$ cat src/rtl/nvm_cmd_pkg.sv
// nvm_cmd_pkg
//   Shared definitions for the nvmain ASCII command responder: opcode
//   characters, the FSM state enum, the decoded operation kind and the
//   command entry carried through the queue.
//   No ports; imported by nvm_cmd_fifo and nvm_cmd_responder.

package nvm_cmd_pkg;

  // Opcode characters. Uppercase asks for a response, lowercase is posted.
  localparam logic [7:0] OP_CYCLE_ACK  = 8'h43;  // 'C'
  localparam logic [7:0] OP_CYCLE_POST = 8'h63;  // 'c'
  localparam logic [7:0] OP_READ_ACK   = 8'h52;  // 'R'
  localparam logic [7:0] OP_READ_POST  = 8'h72;  // 'r'
  localparam logic [7:0] OP_WRITE_ACK  = 8'h57;  // 'W'
  localparam logic [7:0] OP_WRITE_POST = 8'h77;  // 'w'
  localparam logic [7:0] OP_ABORT_ACK  = 8'h41;  // 'A'
  localparam logic [7:0] OP_ABORT_POST = 8'h61;  // 'a'

  typedef enum logic [1:0] {
    IDLE = 2'd0,
    EXEC = 2'd1,
    RESP = 2'd2
  } state_e;

  typedef enum logic [2:0] {
    KIND_CYCLE,
    KIND_READ,
    KIND_WRITE,
    KIND_ABORT,
    KIND_UNKNOWN
  } op_kind_e;

  typedef struct packed {
    logic [7:0]  op;
    logic [31:0] stamp;
    logic [31:0] addr;
    logic [31:0] data;
    logic [7:0]  tag;
  } cmd_entry_t;

  // Case-insensitive mapping of the opcode byte onto an operation.
  function automatic op_kind_e decodeOp(input logic [7:0] op);
    op_kind_e kind;
    case (op)
      OP_CYCLE_ACK, OP_CYCLE_POST: kind = KIND_CYCLE;
      OP_READ_ACK,  OP_READ_POST:  kind = KIND_READ;
      OP_WRITE_ACK, OP_WRITE_POST: kind = KIND_WRITE;
      OP_ABORT_ACK, OP_ABORT_POST: kind = KIND_ABORT;
      default:                     kind = KIND_UNKNOWN;
    endcase
    return kind;
  endfunction

  // Only the four lowercase known opcodes are posted; unknown bytes are
  // always acknowledged so the issuer learns about the error.
  function automatic logic isPosted(input logic [7:0] op);
    return (op == OP_CYCLE_POST) || (op == OP_READ_POST) ||
           (op == OP_WRITE_POST) || (op == OP_ABORT_POST);
  endfunction

endpackage

$ cat src/rtl/nvm_cmd_fifo.sv
// nvm_cmd_fifo
//   DEPTH-entry command queue with push, pop and flush.
//   Ports:
//     clk, rst_n    clock, asynchronous active-low reset
//     push_i        write entry_i when not full (full sampled before the edge)
//     entry_i       command entry to queue
//     pop_i         drop the head entry when not empty
//     flush_i       discard every queued entry
//     entry_o       head entry
//     count_o       number of queued entries
//     full_o        count_o == DEPTH
//     empty_o       count_o == 0

module nvm_cmd_fifo
  import nvm_cmd_pkg::*;
#(
  parameter int DEPTH = 4
) (
  input  logic                     clk,
  input  logic                     rst_n,
  input  logic                     push_i,
  input  cmd_entry_t               entry_i,
  input  logic                     pop_i,
  input  logic                     flush_i,
  output cmd_entry_t               entry_o,
  output logic [$clog2(DEPTH):0]   count_o,
  output logic                     full_o,
  output logic                     empty_o
);

  localparam int PTR_W = $clog2(DEPTH);
  localparam logic [PTR_W:0]   FULL_CNT = (PTR_W + 1)'(DEPTH);
  localparam logic [PTR_W:0]   CNT_ONE  = (PTR_W + 1)'(1);
  localparam logic [PTR_W-1:0] PTR_ONE  = PTR_W'(1);

  cmd_entry_t       store_q [DEPTH];
  logic [PTR_W-1:0] wrPtr_q, wrPtr_d;
  logic [PTR_W-1:0] rdPtr_q, rdPtr_d;
  logic [PTR_W:0]   count_q, count_d;
  logic             doPush;
  logic             doPop;

  assign full_o  = (count_q == FULL_CNT);
  assign empty_o = (count_q == '0);
  assign count_o = count_q;
  assign entry_o = store_q[rdPtr_q];
  assign doPush  = push_i && !full_o;
  assign doPop   = pop_i && !empty_o;

  // Pointer/count update. A flush skips the read pointer to the write
  // pointer, so a push landing on the same edge survives as the only entry.
  always_comb begin
    wrPtr_d = wrPtr_q;
    rdPtr_d = rdPtr_q;
    count_d = count_q;
    if (flush_i) begin
      rdPtr_d = wrPtr_q;
      count_d = {{PTR_W{1'b0}}, doPush};
    end else begin
      if (doPop) rdPtr_d = rdPtr_q + PTR_ONE;
      case ({doPush, doPop})
        2'b10:   count_d = count_q + CNT_ONE;
        2'b01:   count_d = count_q - CNT_ONE;
        default: count_d = count_q;
      endcase
    end
    if (doPush) wrPtr_d = wrPtr_q + PTR_ONE;
  end

  // Pointer and occupancy registers.
  always_ff @(posedge clk or negedge rst_n) begin
    if (!rst_n) begin
      wrPtr_q <= '0;
      rdPtr_q <= '0;
      count_q <= '0;
    end else begin
      wrPtr_q <= wrPtr_d;
      rdPtr_q <= rdPtr_d;
      count_q <= count_d;
    end
  end

  // Entry storage needs no reset: nothing is read before it is written.
  always_ff @(posedge clk) begin
    if (doPush) store_q[wrPtr_q] <= entry_i;
  end

endmodule

$ cat src/rtl/nvm_cmd_responder.sv
// nvm_cmd_responder
//   Target endpoint of the nvmain ASCII command interface. Commands are
//   queued, executed one at a time against a MEM_WORDS x 32 store with a
//   per-opcode latency, and acknowledged commands return a response on a
//   valid/ready channel.
//   Ports:
//     clk, rst_n                  clock, asynchronous active-low reset
//     command_enable, arg0..arg4  command capture (opcode, stamp, addr, data, tag)
//     cmd_full, overflow          queue full / sticky dropped-command flag
//     resp_valid, resp_ready      response handshake
//     resp_opcode/stamp/tag/data/error   response payload
//     stat_count                  completed-command counter
//   Configuration macro: NVM_RESP_STATS_EN enables stat_count; otherwise it
//   is tied to 0.

module nvm_cmd_responder
  import nvm_cmd_pkg::*;
#(
  parameter int FIFO_DEPTH = 4,
  parameter int MEM_WORDS  = 16,
  parameter int READ_LAT   = 4,
  parameter int WRITE_LAT  = 6,
  parameter int MISC_LAT   = 1
) (
  input  logic        clk,
  input  logic        rst_n,
  input  logic        command_enable,
  input  logic [7:0]  arg0,
  input  logic [31:0] arg1,
  input  logic [31:0] arg2,
  input  logic [31:0] arg3,
  input  logic [7:0]  arg4,
  output logic        cmd_full,
  output logic        overflow,
  output logic        resp_valid,
  input  logic        resp_ready,
  output logic [7:0]  resp_opcode,
  output logic [31:0] resp_stamp,
  output logic [7:0]  resp_tag,
  output logic [31:0] resp_data,
  output logic        resp_error,
  output logic [31:0] stat_count
);

  localparam int IDX_W = $clog2(MEM_WORDS);
  localparam int LAT_W = 16;
  localparam logic [LAT_W-1:0] LAT_ONE = LAT_W'(1);

  state_e                       state_q, state_d;
  cmd_entry_t                   pushEntry, headEntry, cur_q;
  logic                         fifoPop, fifoFlush, fifoFull, fifoEmpty;
  logic [$clog2(FIFO_DEPTH):0]  fifoCount;
  op_kind_e                     curKind;
  logic                         curPosted;
  logic [IDX_W-1:0]             curIdx;
  logic [LAT_W-1:0]             latCnt_q;
  logic                         execDone;
  logic [31:0]                  execData;
  logic [31:0]                  mem_q [MEM_WORDS];
  logic [31:0]                  cycleCnt_q;
  logic                         overflow_q;
  logic [7:0]                   respOp_q, respTag_q;
  logic [31:0]                  respStamp_q, respData_q;
  logic                         respErr_q;

  // Counter preload is LAT-1 so that EXEC occupies exactly LAT cycles.
  function automatic logic [LAT_W-1:0] latLoad(input op_kind_e kind);
    case (kind)
      KIND_READ:  return LAT_W'(READ_LAT - 1);
      KIND_WRITE: return LAT_W'(WRITE_LAT - 1);
      default:    return LAT_W'(MISC_LAT - 1);
    endcase
  endfunction

  assign pushEntry = '{op: arg0, stamp: arg1, addr: arg2, data: arg3, tag: arg4};
  assign curKind   = decodeOp(cur_q.op);
  assign curPosted = isPosted(cur_q.op);
  assign curIdx    = cur_q.addr[IDX_W-1:0];

  nvm_cmd_fifo #(
    .DEPTH (FIFO_DEPTH)
  ) u_fifo (
    .clk     (clk),
    .rst_n   (rst_n),
    .push_i  (command_enable),
    .entry_i (pushEntry),
    .pop_i   (fifoPop),
    .flush_i (fifoFlush),
    .entry_o (headEntry),
    .count_o (fifoCount),
    .full_o  (fifoFull),
    .empty_o (fifoEmpty)
  );

  // FSM state register.
  always_ff @(posedge clk or negedge rst_n) begin
    if (!rst_n) state_q <= IDLE;
    else        state_q <= state_d;
  end

  // FSM next state: posted commands skip RESP and go straight back to IDLE.
  always_comb begin
    state_d = state_q;
    case (state_q)
      IDLE:    if (!fifoEmpty) state_d = EXEC;
      EXEC:    if (latCnt_q == '0) state_d = curPosted ? IDLE : RESP;
      RESP:    if (resp_ready) state_d = IDLE;
      default: state_d = IDLE;
    endcase
  end

  // FSM outputs. The abort flush fires on the same edge as its side effects.
  always_comb begin
    fifoPop    = (state_q == IDLE) && !fifoEmpty;
    execDone   = (state_q == EXEC) && (latCnt_q == '0);
    fifoFlush  = execDone && (curKind == KIND_ABORT);
    resp_valid = (state_q == RESP);
  end

  // Result of the executing command; abort reports the entries it flushes.
  always_comb begin
    execData = '0;
    case (curKind)
      KIND_CYCLE: execData = cycleCnt_q;
      KIND_READ:  execData = mem_q[curIdx];
      KIND_WRITE: execData = cur_q.data;
      KIND_ABORT: execData = 32'(fifoCount);
      default:    execData = '0;
    endcase
  end

  // Command datapath: latch the popped command, run the latency counter,
  // and capture the response payload only for acknowledged commands so it
  // stays untouched while a response waits for ready.
  always_ff @(posedge clk or negedge rst_n) begin
    if (!rst_n) begin
      cur_q       <= '0;
      latCnt_q    <= '0;
      cycleCnt_q  <= '0;
      overflow_q  <= 1'b0;
      respOp_q    <= '0;
      respStamp_q <= '0;
      respTag_q   <= '0;
      respData_q  <= '0;
      respErr_q   <= 1'b0;
    end else begin
      cycleCnt_q <= cycleCnt_q + 32'd1;
      if (command_enable && fifoFull) overflow_q <= 1'b1;
      if (fifoPop) begin
        cur_q    <= headEntry;
        latCnt_q <= latLoad(decodeOp(headEntry.op));
      end else if ((state_q == EXEC) && (latCnt_q != '0)) begin
        latCnt_q <= latCnt_q - LAT_ONE;
      end
      if (execDone && !curPosted) begin
        respOp_q    <= cur_q.op;
        respStamp_q <= cur_q.stamp;
        respTag_q   <= cur_q.tag;
        respData_q  <= execData;
        respErr_q   <= (curKind == KIND_UNKNOWN);
      end
    end
  end

  // Word store; writes land at the end of the write's EXEC phase.
  always_ff @(posedge clk or negedge rst_n) begin
    if (!rst_n) begin
      for (int i = 0; i < MEM_WORDS; i++) mem_q[i] <= '0;
    end else if (execDone && (curKind == KIND_WRITE)) begin
      mem_q[curIdx] <= cur_q.data;
    end
  end

`ifdef NVM_RESP_STATS_EN
  logic [31:0] statCnt_q;

  // Every command that finishes EXEC counts, posted or acknowledged.
  always_ff @(posedge clk or negedge rst_n) begin
    if (!rst_n)        statCnt_q <= '0;
    else if (execDone) statCnt_q <= statCnt_q + 32'd1;
  end

  assign stat_count = statCnt_q;
`else
  assign stat_count = '0;
`endif

  assign cmd_full    = fifoFull;
  assign overflow    = overflow_q;
  assign resp_opcode = respOp_q;
  assign resp_stamp  = respStamp_q;
  assign resp_tag    = respTag_q;
  assign resp_data   = respData_q;
  assign resp_error  = respErr_q;

endmodule
$ cat config.mk
export PLATFORM = sky130hd
export DESIGN_NAME = nvm_cmd_responder
export DESIGN_NICKNAME = d
export VERILOG_FILES = /design/src/rtl/nvm_cmd_pkg.sv /design/src/rtl/nvm_cmd_fifo.sv /design/src/rtl/nvm_cmd_responder.sv
export SDC_FILE = /design/constraint.sdc
export NUM_CORES = 1
export LEC_CHECK = 0
export BUFFER_PORTS_ARGS = -buffer_cell sky130_fd_sc_hd__clkbuf_2
export CORE_AREA = 2 2 329 266
export CTS_CLUSTER_SIZE = 30
export DETAILED_ROUTE_END_ITERATION = 12
export DIE_AREA = 0 0 331 268
export PLACE_DENSITY = 0.7
export SYNTH_ARGS = -nofsm -noshare
export SYNTH_HDL_FRONTEND = slang
export SYNTH_SLANG_ARGS = --single-unit
$ cat constraint.sdc
create_clock -name clk -period 9.7 [get_ports clk]
set_input_delay 1.455 -clock clk [delete_from_list [all_inputs] [get_ports clk]]
set_output_delay 1.455 -clock clk [all_outputs]
set_load 0.02 [all_outputs]
======== Word level (Yosys, flattened, before mapping) ========
Memories as Yosys holds them, arrays and structs flattened.
Cells that the tools add are included.
storage, ports and cells
  memories ................................ 1
  input port bits ......................... 116
  word-level logic and storage cells ...... 130
  output and inout port bits .............. 116
  RAM bits ................................ 448
  register bits after elaboration ......... 735
cells by class
  add/subtract/negate cells ............... 6
  reductions and logical operators ........ 33
  mux-type cells .......................... 24
  bitwise gates (word level) .............. 1
  equality and inequality tests ........... 30
  order comparisons ....................... 2
memories
  memory          depth  width  rd ports  clocked after Yosys merged registers in  wr ports  line                RTL
  u_fifo.store_q  4      112    1         0                                        1         nvm_cmd_fifo.sv:36  cmd_entry_t store_q [DEPTH];
operators with widths
  operator                                             count
  bitwise mux 512 bit                                  1
  binary-select mux 32 bit (select 4 bit)              1
  demux 32 bit (select 4 bit)                          1
  equality test 8 x 7 -> 1 bit, second input constant  16
  one-hot mux 32 bit (4 select lines)                  1
  two-way mux 32 bit                                   3
  adder 32 x 1 -> 32 bit, second input constant        1
  two-way mux 16 bit                                   2
  one-hot mux 3 bit (4 select lines)                   2
  zero test 16 bit                                     1
  nonzero test 16 bit                                  1
  OR reduction 2 bit                                   8
  subtractor 16 x 1 -> 16 bit, second input constant   1
  two-way mux 2 bit                                    6
  one-hot mux 3 bit (2 select lines)                   2
  logical AND 1 bit                                    10
  equality test 3 x 2 -> 1 bit, second input constant  3
  equality test 3 x 1 -> 1 bit, second input constant  2
  equality test 3 bit, second input constant           2
  zero test 3 bit                                      2
  two-way mux 3 bit                                    2
  one-hot mux 2 bit (3 select lines)                   1
  >= comparator 5 bit, second input constant           1
  < comparator 5 x 1 -> 1 bit, second input constant   1
  15 further kinds                                     25

======== Depth between registers and ports, before layout ========
Gate-level depths: netlist (run 1).
An unclocked memory read counts as a cell.
  depth after elaboration ................. 8
  depth in mapped cells ................... 10
  depth with buffers taken out ............ 9

======== Modules after synthesis ========
A second synthesis (run 1) with hierarchy kept.
second synthesis, totals
  cell total of the unflattened synthesis .. 2943
  area total of the unflattened synthesis .. 49341.1 um2
by module, submodules not included
  module             cells an instance  seq. area each (um2)  area an instance (um2)  instances
  nvm_cmd_responder  2300               18217.5               32641.3                 1
  nvm_cmd_fifo       643                13628.1               16699.8                 1

======== Worst setup path after synthesis (run 1) ========
No wires, ideal clock.
  kind .................................... input-to-reg
  start ................................... input command_enable
  end ..................................... memory u_fifo.store_q[0][0] (netlist name), enable pin
  arrival ................................. 3934 ps
  library setup time ...................... 452 ps
  slack ................................... 5315 ps
  data required time ...................... 9248 ps
  buffers on the path ..................... 1
  cell stages on the path ................. 4
  cells stage by stage .................... inv_1 -> nor2_1 -> clkbuf_1 -> and2_1
on the way
  word-level cells in the longest chain between the ends .. 3
ends and longest elaborated chain
  what                                     line                     RTL
  from (decl)                              nvm_cmd_responder.sv:27  input logic command_enable,
  logical AND 1 bit                        nvm_cmd_fifo.sv:47       assign doPush = push_i && !full_o;
  two-way mux 1 bit                        nvm_cmd_fifo.sv:85       if (doPush) store_q[wrPtr_q] <= entry_i;
  two-way mux 1 bit (implied by the code)  nvm_cmd_fifo.sv:85
  to (decl)                                nvm_cmd_fifo.sv:36
No other way between the ends.

======== Final worst setup path (run 1) ========
  start ................................... register cur_q[111] (netlist name)
  end ..................................... register mem_q[358] (netlist name)
on the way
  word-level cells in the longest chain between the ends .. 5
  elaborated cells between the ends (all ways) .. 15
  classes of those cells .................. 9 x eq/ne; 1 x mux; 5 x reduce/logical
ends and longest elaborated chain
  what                                    line                      RTL
  from (decl)                             nvm_cmd_responder.sv:50   cmd_entry_t pushEntry, headEntry, cur_q;
  from (signal assigned)                  nvm_cmd_responder.sv:150  cur_q <= headEntry;
  equality test 8 x 7 -> 1 bit            nvm_cmd_pkg.sv:44         case (op)
  OR reduction 2 bit                      nvm_cmd_pkg.sv:44
  one-hot mux 3 bit (4 select lines) (*)  nvm_cmd_pkg.sv:44
  equality test 3 x 2 -> 1 bit (*)        nvm_cmd_responder.sv:169  end else if (execDone && (curKind == KIND_WRITE)) begin
  logical AND 1 bit (*)                   nvm_cmd_responder.sv:169
  to (signal, indexed assignment)         nvm_cmd_responder.sv:170  mem_q[curIdx] <= cur_q.data;
  to (decl)                               nvm_cmd_responder.sv:59   logic [31:0] mem_q [MEM_WORDS];
Every way passes the cells marked *; elsewhere a longest branch is shown, timed or not.
A chain may end at the register's enable or synchronous reset.

==> results of run 1 <==
metrics by stage:
stage / area [um^2] / worst slack (ns) / total power (W) / util, %
6_report: 50020 / 5.611 / 0.01264 / 58.65
5_1_grt: 50020 / 5.501 / 0.01324 / 58.65
4_1_cts: 50010 / 5.628 / 0.01277 / 58.64
3_5_place_dp: 46600 / 5.573 / 0.008745 / 54.64
3_3_place_gp: 46600 / 5.659 / 0.008639 / 54.64
2_1_floorplan: 44920 / 5.315 / 0.007767 / -
logic make-up after synthesis:
kind of cell             Yosys count  synth area share (%)
adder cells (fa/ha/maj)            7                0.2122
buffers and inverters            267                 2.759
flip-flops                      1071                 63.57
multiplexers                     761                 25.24
AND/OR/NAND/NOR                  563                 5.331
AO/OA/AOI/OAI                    121                 1.938
XOR/XNOR                          48                0.9383
other                              1              0.008370
metal layers:
metal	global-route usage, %	up-vias	wire (um)
li1	-	10635	-
met5	0	-	77
met3	5.234	187	6538
met2	39.71	683	51600
met4	6.343	12	2529
met1	33.07	13383	43610
cells in the final DEF (no fill, tap or decap), drive strengths merged, types with 29 or more instances in the layout:
cell type	instances
mux2	512
buf	43
a22o	29
mux4	244
nand2	430
clkbuf	308
conb	32
edfxtp	336
clkinv	38
o21ai	37
dfrtp	735
nor2	29
inv	48
xnor2	29
a22oi	32
flip-flops by register name, summed over array words and instances (netlist names), 3 cells and up:
signal,cells
curIdx,4
u_fifo.store_q,336
cur_q,80
resp_tag,8
resp_opcode,8
cycleCnt_q,32
u_fifo.count_o,3
mem_q,512
resp_stamp,32
resp_data,32
latCnt_q,16
cells in the mapped netlist, types with 12 or more instances:
cell type	instances	area, um^2
buf_1	34	127.6
nor4_1	12	75.07
mux4_2	244	5495
dfrtp_1	735	18390
xnor2_1	29	254.0
nor2_1	29	108.9
buf_2	43	215.2
clkbuf_1	100	375.4
xor2_1	19	166.4
nand3_1	20	100.1
buf_4	41	307.8
a22o_1	29	254.0
edfxtp_1	336	10090
nor3_1	14	70.07
inv_1	43	161.4
o21ai_0	34	170.2
mux2_2	498	5608
mux2_1	14	157.7
nand2_1	430	1614
a22oi_1	32	240.2
path summary, 6_finish.rpt:
path	cells after the start	to	slack [ns]	from
max in group asynchronous	3	curIdx[0]$_DFFE_PN0N_	6.42	rst_n
worst min register to register	1	overflow$_DFFE_PN0P_	0.46	overflow$_DFFE_PN0P_
min in group asynchronous	1	mem_q[101]$_DFFE_PN0P_	0.82	rst_n
worst max register to register	7	mem_q[358]$_DFFE_PN0P_	5.61	cur_q[111]$_DFFE_PN0N_
worst max-delay path	7	mem_q[358]$_DFFE_PN0P_	5.61	cur_q[111]$_DFFE_PN0N_
worst min-delay path	1	overflow$_DFFE_PN0P_	0.46	overflow$_DFFE_PN0P_
cell type report:
class / count / area, um^2
Multi-Input combinational cell: 1532 / 15310
Tap cell: 1127 / 1410
Antenna cell: 2 / 5.005
Clock buffer: 138 / 2864
Timing Repair Buffer: 213 / 1219
Sequential cell: 1071 / 28500
Fill cell: 6468 / 35270
Inverter: 43 / 161.4
Clock inverter: 54 / 546.8
worst reg2reg max path: stages (launching register included):
cell and delay [ns]:
dfrtp_1 0.41, or3b_1 0.47, nor3_4 0.21, buf_4 0.48
nand4_1 0.48, nor3b_4 0.94, buf_4 0.55, mux2_2 0.41
power breakdown:
part	internal (W)	leakage, nW	switching, W	total (W)
logic	0.00103	7.50	0.00159	0.00262
registers	0.00531	13.1	0.000697	0.00600
clock network	0.00228	1.68	0.00174	0.00401
==> key figures, run 1 <==
Setup path
  • Worst Setup Start Kind: flip-flop
  • Crit-path max FO: 33
  • CP max stage delay: 0.94 ns
  • CP Cell Sequence: or3b_1 > nor3_4 > buf_4 > nand4_1 > nor3b_4 > buf_4 > mux2_2
  • Top cell by count, worst path: buf_4
  • Endpoint type of the worst setup path: flip-flop
  • CP Data Required Time: a little over 10 ns
  • CP Data Arrival Time: 4.62 ns
  • CP bufs+invs: 2
  • Crit Path Class: reg -> reg
  • Critical path's slowest cell: nor3b_4
  • CP delay by family, top: simple AND/OR/NAND/NOR gates

Yosys
  • Synth warnings: 0
  • Yosys cell types: 60
  • Seq/Total Area, Yosys: 63.57%
  • Mean Syn Cell Area: ~16 um^2
  • Synth Register Bits: about 1100
  • Mapped Cells: between 2000 and 3000
  • Post-synthesis cell area: around 45000 um^2
  • Main synth FF type: dfrtp_1
  • Synth async-reset ratio: roughly 69%
  • EDFF count, synth: 336

STA
  • Final hold slack: ~0.46 ns
  • Setup TNS: 0 ns
  • Slew @ Worst Pin: 1.104 ns
  • Final min period: about 4.1 ns
  • Final period utilization: 42.16%
  • RSZ-0062 raised after global routing: false
  • Slew HR: a little over a quarter
  • Clk_skew: 0.04547 ns
  • FMAX: 244.5 MHz
  • Final Hold Fails: 0
  • Setup violations, final: 0
  • Fin. max-slew vios: 0

Final layout
  • Ratio of cells with drive above 1 in the final layout: 37.79%
  • Post-route insts no fill: 4180
  • Final nets: 3087
  • Synth-to-Final Area Change: 11.63%

Die
  • CORE AREA: 85280 um^2
  • Initial Utilization: a little over half
  • I/O pin count: 232
  • Die X: 331 um
  • Row cnt: 96
  • Die ar.: 88710 um^2
  • Die Ht: about 270 um

Clocking
  • Clock-pin transition on the worst setup and hold timing paths: around 0.060 ns
  • Worst-skew pair later-pin latency: 0.69 ns
  • Max Buffers Root-to-Sink: 3
  • Post-CTS sizing: 0
  • Cts-stage hold buffer count: 0
  • CTS buffer count: ~100
  • CTS HTree Levels: 3
  • Post-CTS Setup Bufs: 0
  • CTS tree: done
  • CTS Root Cell: clkbuf_16
  • CTS Sinks: 1071

Pwr
  • Worst VDD drop: 0.1720 mV
  • P_leak: 22.29 nW
  • Power Density: 252.7 nW/um^2

Detailed routing
  • Via count: 24900
  • DR iter-0 viols: 1917
  • Total wire length: approximately 100 mm
  • DRT Pass-1 Iters: 5
  • Post-route ant nets: 0
  • # DRC: 0
  • DR vias/cell: 5.957
  • Routed wire length per instance: 24.97 um

Place
  • PortBufs: around 170
  • DP HPWL: between 50 and 60 mm
  • Dpl cells: between 3000 and 4000
  • GP Congestion: 0.7731

Global routing
  • First-pass GRT wire length: 161.3 mm
  • Pin count of the biggest net entering global routing: between 150 and 200
  • Total GRT Usage: 24.16%
  • Number of global-route vias before repair: 26677
  • Initial antenna violation count: 8
  • Congestion Overflow GR: 0

Run status
  • Status: finished, final reports clean

Job
  • Number of max-cap violations: 0

Min path
  • Hold crit path type: reg -> reg
No activity file was read; power rests on OpenSTA's default activity.
==> run 2: changes to the inputs <==
PLACE_DENSITY = 0.73   (was 0.7)
clock period = 3.52 ns   (was 9.7 ns; I/O delays follow)
==> key figures, run 2 (synthesis gave the netlist of run 1 again) <==
Run status
  • Status: finished, final reports clean

Min path
  • Hold crit path type: in -> reg
  • Hold EP: u_fifo.store_q[3][84]$_DFFE_PP_
  • Min-Delay Path Depth: 1 (unchanged)
  • Hold Startpoint: arg1[12]

Setup path
  • CP Cell Sequence: or3b_1 > or3_1 > nor4_2 > and3_2 > buf_12 > mux2_2
  • Endpoint type of the worst setup path: flip-flop
  • CP Data Arrival Time: 3.61 ns (-1.01 ns)
  • Reg2reg setup slack: 0.45 ns (-5.16 ns)
  • CP max stage delay: 0.56 ns (-0.38 ns)
  • Crit-path max FO: 14 (-58%)
  • CP Launch Point: cur_q[111]$_DFFE_PN0N_
  • Worst Reg2Reg Path Length in Cells: 6 (-1)
  • Crit Path Class: reg -> reg
  • Worst r2r dst: mem_q[13]$_DFFE_PN0P_
  • CP Data Required Time: 4.06 ns (-6.17 ns)
  • Critical path's slowest cell: and3_2
  • Worst reg2reg path startpoint: cur_q[111]$_DFFE_PN0N_
  • CP delay by family, top: simple AND/OR/NAND/NOR gates
  • Worst Setup Start Kind: flip-flop
  • CP bufs+invs: 1 (-1)

Final layout
  • Fill count: 6327 (-2.2%)
  • Final nets: 3123 (+1.2%)
  • Ratio of cells with drive above 1 in the final layout: 38.10% (+0.30 points)
  • Most frequent cells in the layout: dfrtp_1 (729), mux2_2 (498), nand2_1 (427), edfxtp_1 (336), mux4_2 (244)
  • Top reg by flops: mem_q
  • Largest register FFs: 512 (unchanged)
  • Largest regs: mem_q x512, u_fifo.store_q x336, cur_q x80
  • Synth-to-Final Area Change: 12.89%
  • Final core utilization: 59.31% (+0.66 points)
  • Post-route insts no fill: 4215 (+0.84%)
  • Most common cell after layout, fill and taps aside: dfrtp_1

Clocking
  • Worst-skew pair later-pin latency: 0.69 ns (about the same)
  • Post-CTS sizing: 0 (unchanged)
  • CTS Sinks: 1071 (unchanged)
  • Max Buffers Root-to-Sink: 3 (unchanged)
  • CTS tree: done
  • CTS buffer count: 101 (-1.9%)
  • Clock-pin transition on the worst setup and hold timing paths: 0.06 ns (about the same)
  • CTS Root Cell: clkbuf_16
  • CTS HTree Levels: 3 (unchanged)

STA
  • Final hold slack: 0.05482 ns (-0.4051 ns)
  • Final worst setup slack: 0.4520 ns (-5.159 ns)
  • Final period utilization: 87.16% (+45 points)
  • Setup violations, final: 0 (unchanged)
  • RSZ-0062 raised after global routing: false
  • Slew HR: 40.73% (+14 points)
  • Fin. max-slew vios: 0 (unchanged)
  • Final min period: 3.068 ns (-1.021 ns)
  • FMAX: 326.0 MHz (+33%)
  • Slew @ Worst Pin: 0.8890 ns (-0.2149 ns)
  • Final Hold Fails: 0 (unchanged)
  • Setup TNS: 0 ns (unchanged)
  • Clk_skew: 0.04242 ns (-0.003045 ns)

Global routing
  • First-pass GRT wire length: 161.4 mm (about the same)
  • Met3 Usage GRT: 4.717% (-0.52 points)
  • Total GRT Usage: 24.10% (-0.066 points)
  • Busiest grt layer: met2
  • Met2 Usage GRT: 39.99% (+0.28 points)
  • Pin count of the biggest net entering global routing: 133 (-28%)
  • Met1 track demand over resource: 32.46% (-0.61 points)
  • Initial antenna violation count: 4 (-4)
  • Congestion Overflow GR: 0 (unchanged)
  • Number of global-route vias before repair: 27170 (+1.8%)

Place
  • PortBufs: 171 (unchanged)
  • Dpl cells: 4023 (+0.93%)
  • DP HPWL: 62.79 mm (+7.4%)
  • GP Congestion: 0.7934 (+2.6%)
  • Pre-CTS WS: 0.4893 ns (-5.083 ns)

Die
  • Die X: 331 um (unchanged)
  • Die Ht: 268 um (unchanged)
  • I/O pin count: 232 (unchanged)
  • Initial Utilization: 52.54% (unchanged)
  • Row cnt: 96 (unchanged)
  • Die ar.: 88710 um^2 (unchanged)
  • CORE AREA: 85280 um^2 (unchanged)

Detailed routing
  • DR vias/cell: 5.933 (-0.41%)
  • Total wire length: 103.9 mm (-0.45%)
  • # DRC: 0 (unchanged)
  • Routed wire length per instance: 24.65 um (-1.3%)
  • DRT Pass-1 Iters: 7 (+2)
  • DR iter-0 viols: 1870 (-2.5%)
  • Post-route ant nets: 0 (unchanged)
  • Via count: 25006 (+0.43%)

Pwr
  • P_leak: 22.56 nW (+1.2%)
  • Power Density: 684.6 nW/um^2 (+170%)
  • Worst VDD drop: 0.7932 mV (+360%)

Job
  • Number of max-cap violations: 0 (unchanged)
run 2: cell types whose count changed in the layout (fill, tap and decap cells not counted), moves of 2 or more:
cell and change:
buf_12 +25, clkinv_2 -4, clkbuf_1 +2, nand2_2 -7
clkbuf_16 -2, clkinvlp_4 -2, buf_4 +12, clkinv_1 +3
nand2_1 +7
run 2: worst max-delay path by stage:
stage                     slack [ns]  cells after the start                        endpoint
after floorplan                 0.90                      4  u_fifo.store_q[0][0]$_DFFE_PP_
after global placement          0.50                      6           mem_q[55]$_DFFE_PN0P_
after detailed placement        0.49                      6           mem_q[56]$_DFFE_PN0P_
after CTS                       0.47                      6           mem_q[13]$_DFFE_PN0P_
after global routing            0.29                      6           mem_q[47]$_DFFE_PN0P_
final                           0.45                      6           mem_q[13]$_DFFE_PN0P_
run 2: worst reg2reg max path: cells and delay by family, from the launching register on:
family	cells	cell delay, ns
buf+inv	1	0.23
simple gates	4	1.95
mux	1	0.36
flops	1	0.41
run 2: cell type report:
type	instances	area [um^2]	share of cell area (%)
inverter	43	161.4	0.3191
multi-input combinational	1532	15290	30.23
tap	1127	1410	2.788
sequential	1071	28500	56.34
clock buffer	139	2835	5.605
antenna	1	2.502	0.004947
timing repair buffer	251	1819	3.597
clock inverter	51	561.8	1.111
run 2: timing repair:
action | in CTS | in global routing
hold buffers | 1 | 0
endpoints found under the hold margin | 56 | 0
buffers inserted | 0 | 0
run 2: metrics by stage:
| stage | total power (W) | instance area (um^2) |
|---|---|---|
| final | 0.03463 | 50580 |
| after CTS | 0.03491 | 50580 |
| after floorplan | 0.02137 | 44930 |
| after global routing | 0.03622 | 50580 |
| after global placement | 0.02354 | 47170 |
| after detailed placement | 0.02387 | 47170 |
run 2: power by group:
part / switching [W] / leakage, nW / internal (W)
clock network: 0.00476 / 1.67 / 0.00627
registers: 0.00194 / 13.1 / 0.0145
logic: 0.00419 / 7.78 / 0.00295
run 2: routing by layer:
metal	vias to the layer above	share of wire, %
li1	10701	-
met5	-	0.037
met3	197	5.6
met1	13428	42
met4	6	2.6
met2	674	50
==> run 3: changes to the inputs <==
CORE_AREA = 2 2 368 261   (was 2 2 329 266)
DIE_AREA = 0 0 370 263   (was 0 0 331 268)
SYNTH_HIERARCHICAL = 1   (was not set)
==> key figures, run 3 <==
Run status
  • Status: finished, final reports clean

Detailed routing
  • Routed wire length per instance: 25.01 um (+1.5%)
  • DR iter-0 viols: 2175 (+16%)
  • # DRC: 0 (unchanged)
  • Post-route ant nets: 0 (unchanged)
  • Via count: 25272 (+1.1%)
  • Total wire length: 107.1 mm (+3.1%)
  • DR vias/cell: 5.903 (-0.49%)
  • DRT Pass-1 Iters: 5 (-2)

Final layout
  • Ratio of cells with drive above 1 in the final layout: 40.37% (+2.3 points)
  • Post-route insts no fill: 4281 (+1.6%)
  • Final nets: 3082 (-1.3%)
  • Most frequent cells in the layout: dfrtp_1 (730), mux2_2 (451), edfxtp_1 (336), nand2_1 (274), mux4_2 (212)
  • Largest regs: mem_q x512, u_fifo/store_q x336, cur_q x80
  • Synth-to-Final Area Change: 12.14%
  • Largest register FFs: 512 (unchanged)
  • Most common cell after layout, fill and taps aside: dfrtp_1
  • Top reg by flops: mem_q

Setup path
  • Crit Path Class: reg -> reg
  • CP Data Required Time: 4.09 ns (+0.03 ns)
  • Worst reg2reg path startpoint: latCnt_q[0]$_DFFE_PN0P_
  • CP max stage delay: 0.51 ns (-0.05 ns)
  • CP delay by family, top: simple AND/OR/NAND/NOR gates
  • Critical path's slowest cell: nor3b_2
  • Endpoint type of the worst setup path: flip-flop
  • CP Launch Point: latCnt_q[0]$_DFFE_PN0P_
  • Worst Setup Start Kind: flip-flop
  • CP Cell Sequence: inv_1 > ha_1 > nor3b_2 > and3_1 > nand4_4 > or3_2 > buf_4 > mux2_4
  • Crit-path max FO: 24 (+10)
  • CP Data Arrival Time: 3.77 ns (+0.16 ns)
  • CP bufs+invs: 2 (+1)

Die
  • CORE AREA: 93500 um^2 (+9.6%)
  • Die Ht: 263 um (-1.9%)
  • Row cnt: 94 (-2.1%)
  • Die ar.: 97310 um^2 (+9.7%)
  • Initial Utilization: 48.46% (-4.1 points)
  • I/O pin count: 232 (unchanged)
  • Die X: 370 um (+12%)

Pwr
  • Sequential power share: 48.0% (+0.5 points)
  • Worst VDD drop: 0.5768 mV (-27%)
  • Sw frac: 31.91% (+0.47 points)
  • P_leak: 22.54 nW (-0.11%)
  • Switching pwr: 0.01096 W (+0.68%)
  • Internal power: 0.02339 W (-1.5%)
  • Power Density: 676.0 nW/um^2 (-1.2%)
  • Clock share of power: 29.9% (-2.0 points)
  • Comb pwr share: 22.2% (+1.6 points)

STA
  • Fin. max-slew vios: 0 (unchanged)
  • Slew @ Worst Pin: 1.130 ns (+0.2413 ns)
  • FMAX: 311.8 MHz (-4.3%)
  • Final min period: 3.207 ns (+0.1392 ns)
  • Final period utilization: 91.11% (+4.0 points)
  • Setup violations, final: 0 (unchanged)
  • Setup TNS: 0 ns (unchanged)
  • Final hold slack: 0.04685 ns (-0.007968 ns)
  • Clk_skew: 0.02103 ns (-0.02139 ns)
  • Slew HR: 24.37% (-16 points)
  • RSZ-0062 raised after global routing: false
  • Final Hold Fails: 0 (unchanged)

Clocking
  • Max Buffers Root-to-Sink: 3 (unchanged)
  • CTS Root Cell: clkbuf_16
  • CTS tree: done
  • CTS buffer count: 93 (-7.9%)
  • CTS Sinks: 1071 (unchanged)
  • Post-CTS Setup Bufs: 0 (unchanged)
  • Worst-skew pair later-pin latency: 0.70 ns (about the same)
  • CTS HTree Levels: 3 (unchanged)
  • Clock-pin transition on the worst setup and hold timing paths: 0.07 ns (about the same)

Global routing
  • First-pass GRT wire length: 166.0 mm (+2.8%)
  • Congestion Overflow GR: 0 (unchanged)
  • Total GRT Usage: 22.32% (-1.8 points)
  • Initial antenna violation count: 2 (-2)
  • Pin count of the biggest net entering global routing: 110 (-17%)
  • Number of global-route vias before repair: 27247 (+0.28%)

Place
  • Dpl cells: 4110 (+2.2%)
  • PortBufs: 171 (unchanged)
  • GP Congestion: 0.8203 (+3.4%)
  • DP HPWL: 66.15 mm (+5.4%)

Job
  • Number of max-cap violations: 0 (unchanged)

Min path
  • Hold crit path type: in -> reg
  • Hold Startpoint: arg2[1]

Yosys
  • Mean Syn Cell Area: 16.19 um^2 (+2.6%)
  • Post-synthesis cell area: 45310 um^2 (+1.1%)
  • Synth warnings: 6 (+6)
  • Mapped Cells: 2799 (-1.4%)
==> run 3: changes by cell type in the layout (fill, tap and decap cells not counted), sizes merged, moves of 8 or more <==
| cell | previous run | this run |
|---|---|---|
| a22o | 29 | 0 |
| a22oi | 32 | 91 |
| buf | 80 | 98 |
| clkbuf | 309 | 296 |
| inv | 46 | 15 |
| mux2 | 512 | 561 |
| mux2i | 5 | 37 |
| mux4 | 244 | 212 |
| nand2 | 430 | 277 |
| nor2 | 29 | 37 |
| nor4 | 16 | 4 |
| o21ai | 37 | 72 |
| xor2 | 19 | 11 |
==> run 3: cell type report <==
type / count / area, um^2
clock buffers: 126 / 2585
diodes: 1 / 2.502
flip-flops and latches: 1071 / 28500
repair buffers: 270 / 1902
multi-input cells: 1512 / 15790
well taps: 1248 / 1562
fillers: 7191 / 42690
clock inverters: 42 / 434.2
inverters: 11 / 43.79
==> run 3: worst paths after layout <==
check                                                   to  slack (ns)  depth (start not counted)
max                                 mem_q[451]$_DFFE_PN0P_        0.31                          8
max in group asynchronous        resp_stamp[4]$_DFFE_PN0P_        1.96                          4
min in group asynchronous           mem_q[376]$_DFFE_PN0P_        0.44                          2
min                        u_fifo/store_q[0][41]$_DFFE_PP_        0.05                          1
max reg2reg                         mem_q[451]$_DFFE_PN0P_        0.31                          8
min reg2reg                           overflow$_DFFE_PN0P_        0.47                          1
==> run 3: layer usage <==
layer / up-vias / GRT usage, % / part of all wire [%]
li1: 10645 / - / -
met1: 13596 / 31.58 / 43
met2: 866 / 34.86 / 48
met3: 163 / 4.939 / 7.0
met4: 2 / 6.438 / 2.3
met5: - / 0 / 0.012
==> run 3: metrics by stage <==
stage               total power (W)  cell area, um^2  utilization (%)  setup slack, ns
floorplan                   0.02156            45430                -        0.0001090
global placement            0.02394            47770            51.09           0.5216
detailed placement          0.02430            47770            51.09           0.3815
CTS                         0.03459            50810            54.34           0.3668
global route                0.03585            50820            54.35           0.1935
finish                      0.03435            50820            54.35           0.3128
==> run 3: power groups by stage <==
stage                     clock network, W  registers [W]  logic [W]
after detailed placement                 0         0.0167    0.00762
after global routing                0.0110         0.0167    0.00818
after CTS                           0.0104         0.0165    0.00768
after global placement                   0         0.0165    0.00746
after floorplan                          0         0.0158    0.00580
final                               0.0103         0.0165    0.00761
==> run 3: worst reg2reg max path: cells and delay by family, from the launching register on <==
family | cells | cell delay (ns)
adder cells (fa/ha/maj) | 1 | 0.21
multiplexers | 1 | 0.44
AND/OR/NAND/NOR | 4 | 1.60
flip-flops | 1 | 0.40
buffers and inverters | 2 | 0.44
==> run 3: timing repair <==
item | CTS | global route
hold endpoints to repair | 78 | 0
hold buffers | 2 | 0
gates resized for setup | 0 | 0
